[src/rtl/conv_window_gen.sv]
// Sliding K_H x K_W window generator over a raster pixel stream.
// Line buffers keep the previous K_H-1 rows; a shift window assembles each output window.
module conv_window_gen #(
   parameter int IMG_W = 16,
   parameter int IMG_H = 16,
   parameter int K_H   = 3,
   parameter int K_W   = 3
) (
   input  logic                               clk,
   input  logic                               rst,
   input  logic                               pix_valid,
   output logic                               pix_ready,
   input  logic [7:0]                         pix_data,
   output logic                               win_valid,
   input  logic                               win_ready,
   output logic [K_H-1:0][K_W-1:0][7:0]       win,
   output logic [$clog2(IMG_H)-1:0]           win_row,
   output logic [$clog2(IMG_W)-1:0]           win_col,
   output logic                               win_last
);

   localparam int CW = $clog2(IMG_W);
   localparam int RW = $clog2(IMG_H);

   typedef enum logic {FILL, STREAM} phase_t;

   phase_t phase, phase_nxt;
   logic [CW-1:0] col;
   logic [RW-1:0] row;
   logic [7:0] lb [K_H-1][IMG_W];
   logic [K_H-1:0][K_W-1:0][7:0] shift_win, shift_nxt;
   logic [K_H-1:0][7:0] new_col;
   logic accept, emit, col_end, frame_end, fill_done;

   assign pix_ready = !win_valid || win_ready;
   assign accept    = pix_valid && pix_ready && !rst;
   assign col_end   = (col == CW'(IMG_W - 1));
   assign frame_end = col_end && (row == RW'(IMG_H - 1));
   assign fill_done = col_end && (row == RW'(K_H - 2));

   always_ff @(posedge clk) begin
      if (rst) begin
         col <= '0;
         row <= '0;
      end else if (accept) begin
         if (col_end) begin
            col <= '0;
            row <= (row == RW'(IMG_H - 1)) ? '0 : row + RW'(1);
         end else begin
            col <= col + CW'(1);
         end
      end
   end

   always_ff @(posedge clk) begin
      if (rst) phase <= FILL;
      else     phase <= phase_nxt;
   end

   always_comb begin
      phase_nxt = phase;
      case (phase)
         FILL:    if (accept && fill_done) phase_nxt = STREAM;
         STREAM:  if (accept && frame_end) phase_nxt = FILL;
         default: phase_nxt = FILL;
      endcase
   end

   always_comb begin
      emit = 1'b0;
      if (accept && phase == STREAM && col >= CW'(K_W - 1)) emit = 1'b1;
   end

   // Column entering the window: oldest buffered row on top, incoming pixel at the bottom.
   always_comb begin
      for (int k = 0; k < K_H - 1; k++) new_col[k] = lb[K_H-2-k][col];
      new_col[K_H-1] = pix_data;
   end

   always_comb begin
      for (int r = 0; r < K_H; r++) begin
         for (int c = 0; c < K_W - 1; c++) shift_nxt[r][c] = shift_win[r][c+1];
         shift_nxt[r][K_W-1] = new_col[r];
      end
   end

   // Datapath storage is never reset; the phase and column gating keeps stale data out.
   always_ff @(posedge clk) begin
      if (accept) begin
         shift_win <= shift_nxt;
         for (int i = 1; i < K_H - 1; i++) lb[i][col] <= lb[i-1][col];
         lb[0][col] <= pix_data;
      end
   end

   always_ff @(posedge clk) begin
      if (rst) begin
         win_valid <= 1'b0;
         win       <= '0;
         win_row   <= '0;
         win_col   <= '0;
         win_last  <= 1'b0;
      end else if (accept) begin
         win_valid <= emit;
         if (emit) begin
            win      <= shift_nxt;
            win_row  <= row - RW'(K_H - 1);
            win_col  <= col - CW'(K_W - 1);
            win_last <= frame_end;
         end
      end else if (win_ready) begin
         win_valid <= 1'b0;
      end
   end

endmodule

[config.mk]
export PLATFORM = sky130hd
export DESIGN_NAME = conv_window_gen
export DESIGN_NICKNAME = d
export VERILOG_FILES = /design/src/rtl/conv_window_gen.sv
export SDC_FILE = /design/constraint.sdc
export NUM_CORES = 1
export LEC_CHECK = 0
export ABC_AREA = 1
export ABC_CLOCK_PERIOD_IN_PS = 4200
export CORE_ASPECT_RATIO = 1.75
export CORE_UTILIZATION = 30
export DETAILED_ROUTE_END_ITERATION = 12
export PLACE_DENSITY = 0.51
export SLEW_MARGIN = 20
export SYNTH_ARGS = -nofsm -noshare
export SYNTH_HDL_FRONTEND = slang
export SYNTH_SLANG_ARGS = --single-unit
[constraint.sdc]
create_clock -name clk -period 4.2 [get_ports clk]
set_input_delay 0.63 -clock clk [delete_from_list [all_inputs] [get_ports clk]]
set_output_delay 0.63 -clock clk [all_outputs]
set_load 0.02 [all_outputs]
==> out/metrics.cfg <==
[pwr]
p_leak_nw = 7.79
ir_drop_uv = 220
swShare_pct = 22.1
intPower_mw = 6.07
powerDensity_mw_per_mm2 = 411
p_clk_share_pct = 40.2
p_switching_mw = 1.72
total_power_mw = 7.79
combPwrFrac_pct = 4.8
power_frac_seq_pct = 55.0

[drt]
first_pass_iters = 5
wl_per_cell_um = 17.6
ant_nets = 0
initialDrtViolationCount = 750
routed_wirelength_um = 42200
route.vias.total = 10800
via_per_inst = 4.48
drc_errors = 0

[global_routing]
grt_first_pass_wirelength_um = 64400
busiest_layer = met2
gr-usage-met3_pct = 2.02
grt_overflow_total = 0
antenna_found_initial = 0
grt_util_met2_pct = 28.9
grt_pass1_vias = 10800
gr-usage-met1_pct = 17.8
grt_usage_pct = 15.8
grt_max_degree = 84

[synthesis]
syn_nets = 1621
synthSimpleGateAreaFrac_pct = 19.9
syn_area_mm2 = 0.0161
syn_area_per_cell_um2 = 10.1
synthXorXnorAreaFrac_pct = 0.163
synth_top_family_by_area = simple AND/OR/NAND/NOR gates
yosysUniqueCellTypes = 27
synthAdderAreaFrac_pct = 0.776
synth_warnings = 0
synthMuxAreaShare_pct = 0
ys_seq_area_share_pct = 67.9
netlist_instances = 1599
synth-compound-area-share_pct = 3.09
yosys_register_bits = 395

[critical_path]
critical_path.top_delay_family = simple AND/OR/NAND/NOR gates
crit_slowest_cell = nand4_1
startpoint = col[0]$_SDFFE_PP0P_
worstSetupEndpointType = register
r2r-start = col[0]$_SDFFE_PP0P_
cp-start-kind = register
critPathKind = reg -> reg
crit_fanout = 37
critPathMaxStageDelay_ns = 0.64
cpMostUsedCell = nand2_1
worstPathArrival_ns = 2.84
crit_chain = clkinv_2 > buf_4 > buf_4 > nand2_1 > nand3_1 > nand2_1 > nand2_1 > nand4_1
worst-path-buf-inv = 3
crit_required_ns = 4.21

[floorplanning]
die_w_um = 177
rows = 112
die-area_mm2 = 0.0547
core_mm2 = 0.0533
io_pins = 95
die_h_um = 309
initial_utilization_pct = 30.3

[timing]
drv_slew = 0
period_minus_slack_ns = 2.83
rsz0062_at_grt = no
finalHoldViolCount = 0
setup_viol = 0
timing.final.crit_share_pct = 67.3
fin_worst_skew_ns = 0.0135
fmax_mhz = 354
worstMarginPinSlew_ns = 1.05
fin_setup_tns_ns = 0
relSlewSlack_pct = 29.9
whs_ns = 0.446

[placed_design]
dp_cells = 2340
portBuffers = 94
routabilityCongestion = 0.812
detailed_place_hpwl_um = 26600

[cells_and_area]
final_cells = 2401
nNetsFinal = 1715
final_common_cell = nand2_1
drive_gt1_share_pct = 6.12
diodes = 0
layout_common_cells = nand2_1 (594), edfxtp_1 (304), inv_1 (234)
utilization_pct = 35.6
syn2layout_area_growth_pct = 17.6

[clock_network]
htreeDepth = 2
cts_made_buffers = 35
cts_resized = 0
hold_buffers = 0
cts_root_buf = clkbuf_16
ctsLongestPathBuffers = 3
cts_tree = built
clk-insertion-delay-late_ns = 0.54
clock-sinks = 395
clk_pin_slew_worst_paths_ns = 0.07
cts_setup_buffers = 0

[run]
max-cap-violations = 0

[run_status]
status = finished, final reports clean

[worst_hold_path]
hold_class = reg -> reg
worstHoldStart = shift_nxt[61]$_DFFE_PP_

through the flow:
step	setup WS, ns	instance area [µm²]
2_1_floorplan	0.974	16100
3_3_place_gp	1.36	17900
3_5_place_dp	1.36	17900
4_1_cts	1.39	18900
5_1_grt	1.23	18900
6_report	1.37	18900
cell families (layout without fill, tap and decap cells):
family	Yosys count	count (layout)
fa+ha+maj	10	10
flops	395	395
xor+xnor	3	3
buf+inv	315	433
simple gates	777	777
compound gates	99	99
sequential cells by signal, summed over array words and instances (netlist names):
register / cells
win_row: 4
win_valid: 1
row: 4
win_last: 1
win: 72
lb: 256
shift_nxt: 48
col: 4
phase: 1
win_col: 4
final timing paths:
path	to	cells after the start	slack [ns]
setup reg to reg	lb[0][235]$_DFFE_PP_	8	1.37
hold / removal	shift_nxt[53]$_DFFE_PP_	0	0.45
setup / recovery	lb[0][235]$_DFFE_PP_	8	1.37
hold reg to reg	shift_nxt[53]$_DFFE_PP_	0	0.45
synthesized netlist by cell type (all sizes together):
cell type	instances	area, µm²
a211oi	1	7.51
a21oi	13	65.1
buf	58	353
clkbuf	17	63.8
clkinv	1	3.75
dfxtp	91	1820
edfxtp	304	9130
ha	10	125
inv	239	897
nand2	596	2250
nand3	137	703
nand4	18	113
nor2	26	139
o21ai	85	425
xnor2	2	17.5
xor2	1	8.76
per-layer routing:
layer / wire [µm] / part of all wire (%) / vias to the layer above
li1: - / - / 5305
met1: 16600 / 39 / 5100
met2: 21900 / 52 / 267
met3: 1760 / 4.2 / 88
met4: 1920 / 4.6 / 0
met5: 0 / 0 / -
final cells by class:
class                   instances  area, µm²
clock buffers                  49       1020
clock inverters                12       70.1
fillers                      5389      34300
inverters                     240        902
multi-input cells             889       3850
flip-flops and latches        395      11000
well taps                     684        856
repair buffers                132       1290
worst register-to-register path, stage by stage (launching register included):
cell and delay [ns]:
dfxtp_4 0.43, clkinv_2 0.10, buf_4 0.29, buf_4 0.44, nand2_1 0.17, nand3_1 0.10, nand2_1 0.06, nand2_1 0.07
nand4_1 0.64
power groups by stage:
stage	logic, mW	registers [mW]	clock network [mW]
finish	0.373	4.29	3.13
global route	0.413	4.29	3.36
CTS	0.381	4.29	3.23
detailed placement	0.379	4.38	0
global placement	0.375	4.37	0
floorplan	0.229	4.36	0
Power figures use the tool's default switching activity.
